**src/rtl/cpu_pkg.sv**
```systemverilog
`default_nettype none
// +--------------------------------------------------------------------------+
// | cpu_pkg : constants shared by the front-end pipeline blocks              |
// | Revision: 1.0                                                            |
// +--------------------------------------------------------------------------+
package cpu_pkg;

    localparam logic [31:0] NOP_INST      = 32'h0000_0013;
    localparam int          IQ_DEPTH_DFLT = 8;

endpackage
`default_nettype wire

```
**src/rtl/inst_queue_mem.sv**
```systemverilog
`default_nettype none
// +--------------------------------------------------------------------------+
// | inst_queue_mem : DEPTH x DATA_W storage, sync write / async read port    |
// | Revision: 1.0                                                            |
// +--------------------------------------------------------------------------+
module inst_queue_mem #(
    parameter int DEPTH  = 8,
    parameter int DATA_W = 64
) (
    input  logic                     clk,
    input  logic                     we,
    input  logic [$clog2(DEPTH)-1:0] waddr,
    input  logic [DATA_W-1:0]        wdata,
    input  logic [$clog2(DEPTH)-1:0] raddr,
    output logic [DATA_W-1:0]        rdata
);

    // No reset: contents are only observed through entries the queue marks valid.
    logic [DATA_W-1:0] mem_q [DEPTH];

    always_ff @(posedge clk) begin
        if (we) begin
            mem_q[waddr] <= wdata;
        end
    end

    assign rdata = mem_q[raddr];

endmodule
`default_nettype wire

```
**src/rtl/inst_queue.sv**
```systemverilog
`default_nettype none
// +--------------------------------------------------------------------------+
// | inst_queue : fetch-to-decode instruction FIFO with flush and almost_full |
// | Revision: 1.0                                                            |
// +--------------------------------------------------------------------------+
module inst_queue
    import cpu_pkg::*;
#(
    parameter int WIDTH    = 32,
    parameter int INST_LEN = 32,
    parameter int DEPTH    = IQ_DEPTH_DFLT,
    parameter int AF_LEVEL = DEPTH - 2
) (
    input  logic                     clk,
    input  logic                     reset,
    input  logic                     in_valid,
    output logic                     in_ready,
    input  logic [WIDTH-1:0]         in_pc,
    input  logic [INST_LEN-1:0]      in_inst,
    output logic                     out_valid,
    input  logic                     out_ready,
    output logic [WIDTH-1:0]         out_pc,
    output logic [INST_LEN-1:0]      out_inst,
    input  logic                     flush,
    output logic [$clog2(DEPTH):0]   count,
    output logic                     almost_full
);

    localparam int                    C_PTR_W    = $clog2(DEPTH);
    localparam int                    C_CNT_W    = C_PTR_W + 1;
    localparam logic [C_CNT_W-1:0]    C_FULL_CNT = C_CNT_W'(DEPTH);
    localparam logic [C_CNT_W-1:0]    C_AF_CNT   = C_CNT_W'(AF_LEVEL);
    localparam logic [INST_LEN-1:0]   C_NOP      = INST_LEN'(NOP_INST);

    logic [C_PTR_W-1:0] wr_ptr_q, wr_ptr_d;
    logic [C_PTR_W-1:0] rd_ptr_q, rd_ptr_d;
    logic [C_CNT_W-1:0] count_q,  count_d;

    logic                      w_wr_en;
    logic                      w_rd_en;
    logic [WIDTH+INST_LEN-1:0] w_rdata;

    // Handshakes depend only on registered count, never on the opposite side.
    assign in_ready    = (count_q != C_FULL_CNT);
    assign out_valid   = (count_q != '0);
    assign almost_full = (count_q >= C_AF_CNT);
    assign count       = count_q;

    assign w_wr_en = in_valid & in_ready;
    assign w_rd_en = out_valid & out_ready;

    always_comb begin
        wr_ptr_d = wr_ptr_q;
        rd_ptr_d = rd_ptr_q;
        count_d  = count_q;
        if (flush) begin
            wr_ptr_d = '0;
            rd_ptr_d = '0;
            count_d  = '0;
        end else begin
            if (w_wr_en) begin
                wr_ptr_d = wr_ptr_q + 1'b1;
            end
            if (w_rd_en) begin
                rd_ptr_d = rd_ptr_q + 1'b1;
            end
            case ({w_wr_en, w_rd_en})
                2'b10:   count_d = count_q + 1'b1;
                2'b01:   count_d = count_q - 1'b1;
                default: count_d = count_q;
            endcase
        end
    end

    always_ff @(posedge clk or negedge reset) begin
        if (!reset) begin
            wr_ptr_q <= '0;
            rd_ptr_q <= '0;
            count_q  <= '0;
        end else begin
            wr_ptr_q <= wr_ptr_d;
            rd_ptr_q <= rd_ptr_d;
            count_q  <= count_d;
        end
    end

    inst_queue_mem #(
        .DEPTH  (DEPTH),
        .DATA_W (WIDTH + INST_LEN)
    ) u_mem (
        .clk   (clk),
        .we    (w_wr_en & ~flush),
        .waddr (wr_ptr_q),
        .wdata ({in_pc, in_inst}),
        .raddr (rd_ptr_q),
        .rdata (w_rdata)
    );

    // Empty head presents a zero PC and a NOP so stale storage never leaks out.
    assign out_pc   = out_valid ? w_rdata[WIDTH+INST_LEN-1:INST_LEN] : '0;
    assign out_inst = out_valid ? w_rdata[INST_LEN-1:0]              : C_NOP;

endmodule
`default_nettype wire

```
**config.mk**
```make
export PLATFORM = sky130hd
export DESIGN_NAME = inst_queue
export DESIGN_NICKNAME = d
export VERILOG_FILES = /design/src/rtl/cpu_pkg.sv /design/src/rtl/inst_queue_mem.sv /design/src/rtl/inst_queue.sv
export SDC_FILE = /design/constraint.sdc
export NUM_CORES = 1
export LEC_CHECK = 0
export ABC_AREA = 1
export BUFFER_PORTS_ARGS = -buffer_cell sky130_fd_sc_hd__buf_4
export CORE_MARGIN = 2
export CORE_UTILIZATION = 50
export DETAILED_ROUTE_END_ITERATION = 12
export PLACE_DENSITY = 0.79
export SYNTH_ARGS = -nofsm -noshare
export SYNTH_HDL_FRONTEND = slang
export SYNTH_SLANG_ARGS = --single-unit
export TNS_END_PERCENT = 50
```
**constraint.sdc**
```tcl
create_clock -name clk -period 4.14 [get_ports clk]
set_input_delay 0.207 -clock clk [delete_from_list [all_inputs] [get_ports clk]]
set_output_delay 0.207 -clock clk [all_outputs]
set_load 0.02 [all_outputs]
```
==> results by group <==
Critical path
  • Kind of critical path: register to primary output
  • CP required: 3.93 ns
  • R2R cell count: 7
  • Critical path fanouts, max: just under 90
  • Crit path capture type: primary output
  • CP Data Arrival Time: 3.28 ns
  • Worst setup SP type: register

Detailed routing
  • Wirelength, routed: just under 50000 µm
  • Vias: 13300
  • Drc violations: 0
  • Iteration-0 DRC Markers: roughly 1400
  • Max Used Layer: met4
  • WL met2: 23300 µm
  • Average wire per standard cell: 21.0 µm
  • Routed met3 length: 3750 µm
  • M1 wire length: 19800 µm
  • 1st-pass router iterations: 6
  • ANT nets after route: 0
  • Via density: 5.82

Logic synthesis
  • Sequential-to-total area share from yosys stat: 0.764
  • Avg Synthesized Cell Area: approximately 13 µm²
  • Synth Area in Adders: 0.00245
  • Post-synth cell types: 26
  • Synth Register Bits: 522
  • Post-synth top area share: 0.752
  • Largest family of logic cells by synthesized area: compound AO/OA/AOI/OAI gates
  • Synth Area in XOR/XNOR: 0.000428
  • Compound-Gate Fraction of Synth Area: 0.122
  • Cell taking the most area after synthesis: edfxtp_1
  • Cells after Synth: 1539
  • Ranking of synthesized cells by area: edfxtp_1 (75%), nor2_1 (7.0%), o21ai_0 (4.9%), o22ai_1 (3.7%), o21ai_1 (2.7%)
  • Synthesized Nets: 1612
  • Synth warn: 0
  • Post-synthesis mux area share: 0
  • Simple-gate area share of the yosys netlist: 0.0801
  • Syn Std Cell Area: 20500 µm²

Layout
  • Final nets: 1793
  • Area Growth Syn to Fin: 19.1%
  • Share of cells above drive strength 1: 0.144
  • Most frequent cells in the layout: edfxtp_1 (512), nor2_1 (374), o21ai_0 (202), buf_4 (152), o22ai_1 (122)
  • Commonest non-fill, non-tap cell in the layout: edfxtp_1
  • Non-Filler Instances: 2291

Floorplan
  • Row count: 74
  • Core Footprint: slightly above 40000 µm²
  • Die Ht: 206 µm
  • Initial core utilization: 0.503
  • Die area: 42500 µm²
  • Die width: about 210 µm
  • IO Pins: 140

GRT
  • Total track usage: 0.226
  • First-pass GRT wire length: approximately 73000 µm
  • Largest net degree at the start of global routing: 258
  • Initial antenna violation count: 1
  • Vias in the first global route: 13100
  • Grt ovf: 0

Power and ir drop
  • Clock power frac: 0.286
  • Internal: 10.6 mW
  • Total power: 16.3 mW
  • Sw Ratio: 0.350
  • Pwr dens: 671 nW/µm²
  • Flop pwr share: 0.369
  • Sw Pwr: ~5.7 mW
  • Peak VDD IR: 608 µV
  • Pleak: 8.35 nW
  • Comb pwr share: 0.345

STA
  • Final period utilization: 0.841
  • Worst Setup Slack, final: roughly 0.66 ns
  • Worst Max-Slew Pin Slew: around 1.2 ns
  • FMAX: 0.287 GHz
  • RSZ-0062 raised after global routing: false
  • Final number of setup-violating endpoints: 0
  • Fin Setup TNS: 0 ns
  • Final hold vios: 0
  • Clk_skew: 0.0270 ns
  • Min Tclk post-route: ~3.5 ns
  • Relative slew slack: 0.216
  • Max Slew Vio Count: 0

Run status
  • Outcome: completed

CTS
  • CTS Buffer Depth: 3
  • CTS Buf Count: 52
  • Root buf cell: clkbuf_16
  • Total number of H-tree levels: 2
  • Clock Sinks: 522
  • Clk Latency, worst-skew pair: 0.59 ns
  • CTS clock-pin slew for the worst setup and hold paths: ~0.06 ns
  • # Post-CTS Setup Buffers: 0
  • CTS tree: built

Place
  • Pre-CTS WS: 1.29 ns
  • PortBufs: around 140
  • Routability Congestion: 0.779
  • DP HPWL: 23500 µm
  • Placed Instances: 2128

Worst hold path
  • Worst Hold Class: input pin to register
  • Hold Crit Depth: 2

Run
  • Max Cap Viol: 0
## power by group through the flow
stage	logic, mW	clock network [mW]	registers, mW
finish	5.63	4.68	6.03
global route	6.19	4.96	6.04
CTS	5.64	4.75	6.03
detailed placement	5.54	0	6.14
global placement	5.39	0	6.13
floorplan	3.64	0	6.15
## routing by layer
layer / up-vias / GRT usage
li1: 6054 / -
met1: 6570 / 0.314
met2: 612 / 0.364
met3: 90 / 0.0377
met4: 0 / 0.0783
met5: - / 0
## worst max-delay path, cell delays in order, from the launching register on
cell and delay, ns:
dfrtp_4 0.41, buf_4 0.74, buf_4 0.54, o21ai_0 0.20, o22ai_1 0.22, o21ai_1 0.09, nor2_1 0.25, buf_4 0.19
## kinds of logic (layout without fill, tap and decap cells)
kind of cell / after synthesis / count (layout)
DFF: 522 / 522
AOI/OAI and AO/OA: 459 / 459
and+or+nand+nor: 432 / 432
buffers and inverters: 121 / 340
adders and majority gates: 4 / 4
xor gates and xnor gates: 1 / 1
other: 0 / 1
## synthesized netlist by cell type
library cell / count
a22o_1: 1
buf_2: 24
o21ai_0: 202
clkbuf_2: 1
buf_8: 1
buf_1: 4
inv_6: 1
buf_4: 8
nor2_1: 382
inv_2: 3
a211oi_1: 1
a221o_1: 6
clkbuf_1: 52
dfrtp_1: 10
nand3_1: 8
nand3b_1: 1
a21oi_1: 17
buf_6: 15
o21ai_1: 110
edfxtp_1: 512
inv_1: 12
nand2_1: 40
ha_1: 4
xor2_1: 1
nand2_2: 1
o22ai_1: 122
## registers in the layout, summed over array words and instances, names as in the netlist
name and flops:
count 4, rd_ptr_q 3, wr_ptr_q 3, u_mem.mem_q 512
## cell type report
cell class / count / area, µm²
diodes: 1 / 2.50
repair buffers: 232 / 2040
multi-input cells: 896 / 4250
fillers: 2989 / 16300
clock buffers: 61 / 1360
clock inverters: 31 / 338
flip-flops and latches: 522 / 15600
inverters: 16 / 66.3
well taps: 532 / 666
## worst paths after layout
check                                   startpoint                      endpoint  slack, ns
max in group asynchronous                    reset       rd_ptr_q[1]$_DFFE_PN0P_       3.13
min in group asynchronous                    reset       rd_ptr_q[0]$_DFFE_PN0P_       0.65
min reg2reg                   count[3]$_DFFE_PN0P_          count[3]$_DFFE_PN0P_       0.57
max                        rd_ptr_q[1]$_DFFE_PN0P_                    out_pc[31]       0.66
max reg2reg                   count[0]$_DFFE_PN0P_   u_mem.mem_q[6][2]$_DFFE_PP_       1.51
min                                       in_pc[4]  u_mem.mem_q[2][36]$_DFFE_PP_       0.39
## per-stage QoR
stage / hold slack [ns] / util / cell area (µm²)
5_1_grt: 0.390 / 0.599 / 24300
3_5_place_dp: 0.0457 / 0.540 / 22000
4_1_cts: 0.363 / 0.599 / 24300
3_3_place_gp: 0.0450 / 0.540 / 22000
2_1_floorplan: -0.0886 / - / 20500
6_report: 0.392 / 0.599 / 24300
## timing repair
item / in CTS / in global routing
hold buffers: 70 / 0
endpoints found under the hold margin: 531 / 0
resized for setup: 0 / 0
Note: power is estimated with default switching activity, not from simulation.
